$ cat config.mk
export PLATFORM = sky130hd
export DESIGN_NAME = cover_toggle_collector
export DESIGN_NICKNAME = d
export VERILOG_FILES = /design/src/rtl/cover_toggle_collector.sv
export SDC_FILE = /design/constraint.sdc
export NUM_CORES = 1
export LEC_CHECK = 0
export ABC_CLOCK_PERIOD_IN_PS = 4400
export CAP_MARGIN = 20
export CORE_MARGIN = 2
export CORE_UTILIZATION = 25
export CTS_BUF_LIST = sky130_fd_sc_hd__clkbuf_16
export CTS_CLUSTER_DIAMETER = 100
export DETAILED_ROUTE_END_ITERATION = 8
export PLACE_DENSITY_LB_ADDON = 0.1
export SETUP_SLACK_MARGIN = 0.15
export SLEW_MARGIN = 10
export SYNTH_ARGS = -nofsm -noshare
export SYNTH_HDL_FRONTEND = slang
export SYNTH_SLANG_ARGS = --single-unit
$ cat constraint.sdc
create_clock -name clock -period 4.4 [get_ports clock]
set_input_delay 0.66 -clock clock [delete_from_list [all_inputs] [get_ports clock]]
set_output_delay 0.66 -clock clock [all_outputs]
set_load 0.05 [all_outputs]
$ cat src/rtl/cover_toggle_collector.sv
// Toggle-cover hit collector: sticky per-lane hit map plus a one-shot report
// stream of newly covered lanes, lowest lane first, with valid/ready output.
module cover_toggle_collector #(
  parameter int              LANES       = 8,
  parameter longint unsigned COVER_INDEX = 0,
  parameter int              INDEX_W     = 64,
  localparam int             CNT_W       = $clog2(LANES + 1),
  localparam int             LANE_W      = (LANES > 1) ? $clog2(LANES) : 1
) (
  input  logic               clock,
  input  logic               reset,
  input  logic [LANES-1:0]   valid,
  input  logic               clear,
  output logic               out_valid,
  input  logic               out_ready,
  output logic [INDEX_W-1:0] out_index,
  output logic [LANES-1:0]   hit_map,
  output logic [CNT_W-1:0]   hit_count,
  output logic               all_covered,
  output logic               fsm_hold
);

  // Output handshake: a report is transferred on a rising edge where
  // out_valid=1 and out_ready=1; while out_ready=0 out_index stays stable.

  typedef enum logic {
    S_IDLE = 1'b0,
    S_HOLD = 1'b1
  } state_e;

  localparam logic [INDEX_W-1:0] BASE = INDEX_W'(COVER_INDEX);

  state_e             state_q;
  logic [LANES-1:0]   hit_map_q;
  logic [LANES-1:0]   hit_map_d;
  logic [LANES-1:0]   pending_q;
  logic [LANES-1:0]   pending_d;
  logic [INDEX_W-1:0] out_index_q;
  logic [INDEX_W-1:0] index_d;

  logic               sel_found;
  logic [LANE_W-1:0]  sel_lane;
  logic [LANES-1:0]   sel_onehot;
  logic [LANES-1:0]   new_hits;
  logic               advance;
  logic               load;
  logic [CNT_W-1:0]   count_c;

  // Descending scan so the last match written is the lowest pending lane.
  always_comb begin
    sel_found = 1'b0;
    sel_lane  = '0;
    for (int i = LANES - 1; i >= 0; i--) begin
      if (pending_q[i]) begin
        sel_found = 1'b1;
        sel_lane  = LANE_W'(i);
      end
    end
  end

  always_comb begin
    sel_onehot = '0;
    if (sel_found) begin
      sel_onehot = LANES'(1) << sel_lane;
    end
    // A lane already in hit_map can never be re-armed, so a strobe landing
    // on the cycle its pending bit is consumed is naturally ignored.
    new_hits  = valid & ~hit_map_q & ~pending_q;
    advance   = (state_q == S_IDLE) || out_ready;
    load      = advance && sel_found;
    pending_d = (pending_q & ~(load ? sel_onehot : '0)) | new_hits;
    hit_map_d = hit_map_q | valid;
    index_d   = BASE + INDEX_W'(sel_lane);
  end

  always_ff @(posedge clock or posedge reset) begin
    if (reset) begin
      state_q     <= S_IDLE;
      hit_map_q   <= '0;
      pending_q   <= '0;
      out_index_q <= '0;
    end else if (clear) begin
      state_q     <= S_IDLE;
      hit_map_q   <= '0;
      pending_q   <= '0;
      out_index_q <= '0;
    end else begin
      hit_map_q <= hit_map_d;
      pending_q <= pending_d;
      if (load) begin
        state_q     <= S_HOLD;
        out_index_q <= index_d;
      end else if (advance) begin
        state_q <= S_IDLE;
      end
    end
  end

  always_comb begin
    count_c = '0;
    for (int i = 0; i < LANES; i++) begin
      count_c = count_c + CNT_W'(hit_map_q[i]);
    end
  end

  assign out_valid   = (state_q == S_HOLD);
  assign fsm_hold    = (state_q == S_HOLD);
  assign out_index   = out_index_q;
  assign hit_map     = hit_map_q;
  assign hit_count   = count_c;
  assign all_covered = &hit_map_q;

endmodule

==> out/metrics.cfg <==
[detailed_routing]
wirelength_um = 2970
drt_iter0_drc = 43
drc = 0
drt-vias-per-instance = 3.75
vias = 1054
first_pass_iters = 4
drt.antenna.violating_nets = 0
wl_per_cell_um = 10.6

[finish]
layout.nets = 227
antenna_cells = 0
fin_cells = 281
layout_common_cells = conb_1 (61), clkdlybuf4s50_1 (27), nor2_1 (23), dfrtp_1 (20), inv_1 (17)
post-route-cell-area_sq_mm = 0.00180
final_common_cell = conb_1
drive_above_1_share = 0.0631
syn2layout_area_growth_pct = 15.1

[logic_synthesis]
yosys_warnings = 0
netlist_area_sq_mm = 0.00156
ys_seq_elements = 20
synth-seq-area-share = 0.320
avgSynthCellArea_sq_um = 8.84
syn-instance-count = 177
synth_cell_types = 31

[critical_path]
max_stage_delay_ns = 0.80
critPathMaxFanout = 5
cp_common_cell = fa_1
start_kind = flip-flop
critical_path.slowest_cell = clkdlybuf4s50_1
path_cells = fa_1 -> inv_1 -> fa_1 -> fa_1 -> inv_1 -> ha_1 -> a21oi_1 -> nor2b_1 -> clkdlybuf4s50_1
cp-startpoint = hit_map[0]$_DFF_PP0_
reg2reg_depth = 4
cp-endpoint = hit_count[3]
worstPathArrival_ns = 3.38
worstSetupEndpointType = output pin
rrSetupSlack_ns = 3.04
worstReg2RegEnd = out_index[0]$_DFFE_PP0P_
r2r_start = pending_q[6]$_DFF_PP0_
required_ns = 3.74
path_class = flip-flop to output pin

[power]
p_sw_mw = 0.370
power_mw = 0.845
ir_drop_mv = 0.177
leakage_nw = 0.876
swShare = 0.438
seqPwrFrac = 0.261
p_comb_frac = 0.442
power.internal_mw = 0.474
clkPwrFrac = 0.296
power_density_mw_per_mm2 = 469

[timing]
grt_setup_unrepaired = false
slew_viol_final = 0
skew_ns = 0.00572
fin_crit_ns = 4.04
fin_crit_sh = 0.918
hold_viol = 0
layout_setup_ws_ns = 0.359
finalSetupTns_ns = 0
finalSetupViolCount = 0
relSlewSlack = 0.443
tightest_slew_ns = 0.833
fmax_mhz = 247

[hold_path]
hp-class = flip-flop to flip-flop

[global_routing]
grt_pass1_vias = 996
grtUsageTotal = 0.0833
grt-ovfl-total = 0
grt_antenna_before_repair = 0
grt_pass1_wl_um = 4700
grt_max_degree = 21

[place]
place_congestion = 0.666
place_ws_ns = 0.612
dp_hpwl_um = 2360
io_buffers = 29
placed_area_sq_mm = 0.00170
dp.cells = 277

[run]
maxCapViolations = 0

[clocking]
cts.htree.levels = 1
postCtsHoldBufs = 0
clk_pin_slew_ns = 0.06
post-cts-setup-buffer-count = 0
cts_resized = 0
clk_latency_ns = 0.25
ctsRootBufferMaster = clkbuf_16
cts_tree = yes
cts.sinks = 20
clock_tree.buffer_depth = 2
cts_buffers = 3

[floorplan]
row_count = 28
die_x_um = 83.1
core_sq_mm = 0.00599
start_util = 0.261
io_pins = 91
die-area_sq_mm = 0.00690
die_y_um = 83.1

[run_status]
status = finished clean

[cells in the mapped netlist, drive strengths merged]
master | n | area, sq um
conb | 1 | 3.75
a21oi | 12 | 63.8
clkbuf | 2 | 7.51
dfrtp | 20 | 500
nor4 | 2 | 27.5
nor2b | 2 | 12.5
a31o | 1 | 17.5
fa | 4 | 80.1
buf | 62 | 465
o31a | 1 | 8.76
nand4 | 1 | 6.26
a31oi | 1 | 6.26
o31ai | 1 | 7.51
o21ai | 1 | 5.00
o211ai | 1 | 7.51
a211oi | 1 | 7.51
xnor2 | 1 | 8.76
a2bb2oi | 1 | 8.76
nand2 | 3 | 11.3
nand3 | 3 | 15.0
inv | 18 | 67.6
nand2b | 2 | 12.5
a311oi | 3 | 26.3
nor3b | 3 | 22.5
nor2 | 25 | 98.8
ha | 4 | 50.1
a221oi | 1 | 15.0
[critical path, delay by kind of cell, from the launching register on]
| family | cells | cell delay, ns |
|---|---|---|
| adder cells (fa/ha/maj) | 4 | 1.60 |
| flip-flops | 1 | 0.45 |
| AND/OR/NAND/NOR | 1 | 0.10 |
| buffers and inverters | 3 | 0.91 |
| AO/OA/AOI/OAI | 1 | 0.07 |
[power groups by stage]
stage	logic (mW)	registers, mW	clock network [mW]
3_5_place_dp	0.375	0.224	0
5_1_grt	0.396	0.224	0.268
4_1_cts	0.377	0.221	0.260
2_1_floorplan	0.309	0.254	0
3_3_place_gp	0.379	0.224	0
6_report	0.374	0.221	0.250
[through the flow]
step / util / hold slack [ns]
2_1_floorplan: - / 0.502
3_3_place_gp: 0.283 / 0.510
3_5_place_dp: 0.283 / 0.517
4_1_cts: 0.301 / 0.529
5_1_grt: 0.301 / 0.559
6_report: 0.301 / 0.520
[worst min path at each step]
stage	from	end	slack, ns	cells after the start
after global placement	hit_map[7]$_DFF_PP0_	hit_map[7]$_DFF_PP0_	0.51	2
final	out_index[1]$_DFFE_PP0P_	out_index[1]$_DFFE_PP0P_	0.52	2
after floorplan	pending_q[1]$_DFF_PP0_	pending_q[1]$_DFF_PP0_	0.50	1
after detailed placement	hit_map[6]$_DFF_PP0_	hit_map[6]$_DFF_PP0_	0.52	2
after CTS	out_index[1]$_DFFE_PP0P_	out_index[1]$_DFFE_PP0P_	0.53	2
after global routing	hit_map[5]$_DFF_PP0_	hit_map[5]$_DFF_PP0_	0.56	2
[sequential cells by signal, summed over array words and instances, names as in the netlist]
signal,count
hit_map,8
pending_q,8
out_index,3
fsm_hold,1
[logic make-up after synthesis]
kind of cell / after synthesis / share of synthesized area
AO/OA/AOI/OAI: 24 / 0.111
XOR/XNOR: 1 / 0.00560
adder cells (fa/ha/maj): 8 / 0.0832
buffers and inverters: 82 / 0.346
flip-flops: 20 / 0.320
other: 1 / 0.00240
AND/OR/NAND/NOR: 41 / 0.132
[per-layer routing]
layer | share of wire | vias up | track usage
li1 | - | 503 | -
met1 | 0.46 | 504 | 0.103
met2 | 0.48 | 45 | 0.142
met3 | 0.057 | 2 | 0.0288
met4 | 0.0057 | 0 | 0.0134
met5 | 0 | - | 0
[cell type report]
type | instances | area [sq um]
fillers | 651 | 4190
multi-input cells | 135 | 748
flip-flops and latches | 20 | 500
repair buffers | 29 | 285
well taps | 75 | 93.8
clock buffers | 3 | 75.1
inverters | 18 | 67.6
clock inverters | 1 | 30.0
Note: power is estimated with default switching activity, not from simulation.
==> RTL edit 1: new RTL, config.mk and constraints unchanged <==
Put a register stage on the outputs `hit_count` and `all_covered`, with the module's reset. The values now appear one clock later. The other outputs are not delayed to match.
--- a/src/rtl/cover_toggle_collector.sv
+++ b/src/rtl/cover_toggle_collector.sv
@@ -108,6 +108,13 @@
   assign out_index   = out_index_q;
   assign hit_map     = hit_map_q;
-  assign hit_count   = count_c;
-  assign all_covered = &hit_map_q;
+  always_ff @(posedge clock or posedge reset) begin
+    if (reset) begin
+      hit_count   <= '0;
+      all_covered <= '0;
+    end else begin
+      hit_count   <= count_c;
+      all_covered <= &hit_map_q;
+    end
+  end
 
 endmodule
Formal check against the unedited RTL: not equivalent (a bounded check fails within 4 cycles, from zero or initial values and one cycle with reset high).
==> RTL edit 1 against the unedited design <==
- power grew 1.1%
- non-clock buffer count is 1 higher
- sequential power increased by 28%
- sequential cell count up 5
- largest cell class unchanged
- fmax rose by 44%
- sequential share of layout area is 4.4 points higher
- largest power group unchanged
- clock power is 19% lower
- cell area rose by 8.0%
- setup slack better by 1.2 ns
- synthesized area is 8.9% higher
- die area up 8.4%
- wire length up 10%
- clock skew shrank 0.0031 ns
==> RTL edit 1: results (changes against the unedited design) <==
- CP max-delay cell: fa_1
- Inverters: 17 (-1)
- Drt wl/cell: 11.2 µm (+6.3%)
- Synth area leaders: dfrtp_1 (37%), buf_4 (27%), nor2_1 (5.3%)
- Fraction of area in multi-input gates: 0.390 (-0.0256)
- Clock-cell share of area: 0.0405 (-0.0178)
- Placement-stage cell area: 0.00184 mm² (+8.4%)
- Pre-CTS WS: 1.58 ns (+0.967 ns)
- Sw power: 378 µW (+2.1%)
- Clock sinks: 25 (+25%)
- Clock Tree Root: clkbuf_16
- Commonest cells post-synth: buf_4 (62), dfrtp_1 (25), nor2_1 (24)
- Multi-In Gates: 135 (unchanged)
- Metal3 WL: 201 µm (+18%)
- Hold_sp: hit_map[7]
- Via count of the routed design: 1,104 (+4.7%)
- Share of cells above drive strength 1: 0.0569 (-0.00623)
- Initial DRC Count: 31 (-28%)
- Area Overhead vs Synth: 14.2%
- Worst r2r src: hit_map[0]
- Wire length on met1: 1400 µm (+3.2%)
- GPL Wtd Cong: 0.727 (+9.1%)
- Tot GR Track Use: 0.0901 (+0.00680)
- Initial antenna violation count: 0 (unchanged)
- Slowest stage delay, CP: 0.54 ns (-0.26 ns)
- Share of power burned in registers: 0.331 (+0.070)
- HPWL Detailed: 2540 µm (+7.3%)
- Hold/Removal Path Class: reg -> reg
- Slew headroom: 0.416 (-0.0272)
- Distinct cells, synth: 33 (+6.5%)
- Number of global-route vias before repair: 930 (-6.6%)
- Fillers: 732 (+12%)
- Final nets: 232 (+2.2%)
- H-tree Lvls: 1 (unchanged)
- Maximum fanout along the worst path: 5 (unchanged)
- Largest net degree at the start of global routing: 26 (+24%)
- Global-route wire length before repair: 5090 µm (+8.4%)
- Post-Syn Area: 0.00170 mm² (+8.9%)
- Reg2Reg Depth: 9 (+5)
- Sequential fraction of the synthesis area: 0.367 (+0.0474)
- Reg-to-Reg End: hit_count[2]
- Setup Skew: 0.00260 ns (-0.00311 ns)
- Antenna diode count: 0 (unchanged)
- Synth Area in Compound Gates: 0.0926 (-0.0186)
- Signal buf overhead: 0.163 (+0.00501)
- XOR/XNOR share of the synthesized area: 0.00514 (-0.000457)
- Critical path arrival: 2.96 ns (-0.42 ns)
- Status: completed
- Leakage power: 0.000938 µW (+7.1%)
- Fraction of area in registers: 0.322 (+0.0438)
- Hold Path End: hit_map[7]
- Comb pwr: 368 µW (-2%)
- Max VDD drop: 0.138 mV (-22%)
- Nonclk buf count: 30 (+3.4%)
- Post-Synth Adder-Cell Area: 0.0764 (-0.00679)
- Wire length on met2: 1630 µm (+14%)
## RTL edit 1: metrics by stage
step,instances,util,hold WS [ns],total power (µW)
finish,291,0.291,0.527,854
global route,291,0.291,0.564,910
CTS,290,0.287,0.530,866
detailed placement,286,0.275,0.513,656
global placement,286,0.275,0.513,658
floorplan,241,-,0.500,613
## RTL edit 1: worst max-delay path by stage
stage | slack [ns] | startpoint | to | depth (start not counted)
global route | 1.44 | hit_map[0] | hit_count[2] | 9
floorplan | 1.42 | hit_map[0] | hit_count[2] | 9
global placement | 1.59 | hit_map[0] | hit_count[2] | 9
detailed placement | 1.58 | hit_map[0] | hit_count[2] | 9
finish | 1.59 | hit_map[0] | hit_count[2] | 9
CTS | 1.57 | hit_map[0] | hit_count[2] | 9
## RTL edit 1: routing by layer
layer  vias to the layer above  track usage
met1                       537        0.111
met2                        48        0.152
li1                        517            -
met5                         -            0
met3                         2       0.0219
met4                         0       0.0341
==> RTL edit 2: new RTL, config.mk and constraints unchanged <==
Made on the original files. The parameter `INDEX_W` goes from 64 to 96.
--- a/src/rtl/cover_toggle_collector.sv
+++ b/src/rtl/cover_toggle_collector.sv
@@ -4,5 +4,5 @@
   parameter int              LANES       = 8,
   parameter longint unsigned COVER_INDEX = 0,
-  parameter int              INDEX_W     = 64,
+  parameter int              INDEX_W     = 96,
   localparam int             CNT_W       = $clog2(LANES + 1),
   localparam int             LANE_W      = (LANES > 1) ? $clog2(LANES) : 1
Interface: changed (resized out_index); port bits go from 91 to 123. No check against the original RTL was run, so the function may have changed too.
==> RTL edit 2 against the unedited design <==
- die area rose by 15%
- critical endpoint unchanged
- sequential cell count unchanged
- power is 7.1% higher
- combinational power grew 16%
- cell area increased by 8.1%
- critical path type unchanged
- wire length rose by 10%
- sequential share of layout area shrank 2.1 points
- setup slack gained 0.011 ns
- cell count is 19% higher
- synthesized area increased by 15%
==> RTL edit 2: results (changes against the unedited design) <==
- Ys Warns: 0 (unchanged)
- Max VDD drop: 0.158 mV (-11%)
- Largest net degree at the start of global routing: 21 (unchanged)
- Setup Skew: 0.00592 ns (+0.000200 ns)
- Later-pin clock latency in the skew report: 0.25 ns (about the same)
- Routed WL: 3270 µm (+10%)
- Commonest cells post-synth: buf_4 (94), nor2_1 (23), dfrtp_1 (20)
- Antenna diode count: 0 (unchanged)
- Leakage power: 0.000980 µW (+12%)
- Number of global-route vias before repair: 957 (-3.9%)
- Post-CTS sizing: 0 (unchanged)
- Via/cell ratio: 3.29 (-12%)
- HPWL Detailed: 2670 µm (+13%)
- Share of cells above drive strength 1: 0.0546 (-0.00848)
- Worst-margin pin slew: 0.808 ns (-0.0246 ns)
- Synth area leaders: buf_4 (39%), dfrtp_1 (28%), nor2_1 (4.8%)
- First-pass DRT Iterations: 4 (unchanged)
- Status: completed
- Placement-stage cell area: 0.00184 mm² (+8.6%)
- Fillers: 786 (+21%)
- Sequential fraction of the synthesis area: 0.277 (-0.0426)
- Tot GR Track Use: 0.0813 (-0.00203)
- CTS tree: yes
- Initial DRC Count: 31 (-28%)
- GPL Wtd Cong: 0.736 (+11%)
- Top FF cell, synth: dfrtp_1
- Final nets: 259 (+14%)
- Worst-case clock buffer depth: 2 (unchanged)
- Global-route wire length before repair: 4900 µm (+4.3%)
- Critical path arrival: 3.37 ns (about the same)
## RTL edit 2: cell count changes after synthesis, sizes merged
cell / delta
buf: +32
## RTL edit 2: logic make-up after synthesis
| group | count (synthesis) | synth area share |
|---|---|---|
| XOR/XNOR | 1 | 0.00486 |
| AO/OA/AOI/OAI | 24 | 0.0964 |
| adder cells (fa/ha/maj) | 8 | 0.0721 |
| AND/OR/NAND/NOR | 41 | 0.114 |
| other | 1 | 0.00208 |
| flip-flops | 20 | 0.277 |
| buffers and inverters | 114 | 0.433 |
## RTL edit 2: stage by stage
step	setup slack (ns)	total power, µW	util	instances	hold slack [ns]
finish	0.371	905	0.282	334	0.522
detailed placement	0.615	660	0.267	330	0.519
floorplan	0.169	645	-	301	0.502
global placement	0.639	663	0.267	330	0.506
global route	0.237	955	0.282	334	0.535
CTS	0.338	915	0.282	334	0.528
## RTL edit 2: worst max-delay path, stage by stage (launching register included)
cell and delay, ns:
dfrtp_1 0.44, fa_1 0.55, inv_1 0.05, fa_1 0.49, fa_1 0.41, inv_1 0.07, ha_1 0.15, a21oi_1 0.07
nor2b_1 0.10, clkdlybuf4s50_1 0.80
## RTL edit 2: final timing paths
check / from / to / slack [ns] / cells after the start
setup / recovery: hit_map[0] / hit_count[3] / 0.37 / 9
hold / removal: out_index[1] / out_index[1] / 0.52 / 2
setup reg to reg: pending_q[6] / out_index[0] / 3.03 / 4
hold reg to reg: out_index[1] / out_index[1] / 0.52 / 2
max in group asynchronous: reset / pending_q[2] / 3.04 / 2
min in group asynchronous: reset / out_index[0] / 0.86 / 2
## RTL edit 2: power breakdown
| part | internal [µW] | switching [µW] |
|---|---|---|
| clock | 181 | 71.2 |
| sequential | 200 | 20.6 |
| combinational | 93.2 | 339 |
## RTL edit 2: layout make-up
class | count | share of cell area
Inverter | 18 | 0.0347
Clock inverter | 1 | 0.0154
Clock buffer | 3 | 0.0386
Multi-Input combinational cell | 167 | 0.446
Tap cell | 96 | 0.0617
Sequential cell | 20 | 0.257
Timing Repair Buffer | 29 | 0.147
## RTL edit 2: layer usage
metal,routed length [µm],GRT usage
met4,11,0.0122
met2,1570,0.126
met3,274,0.0249
met1,1410,0.115
met5,0,0
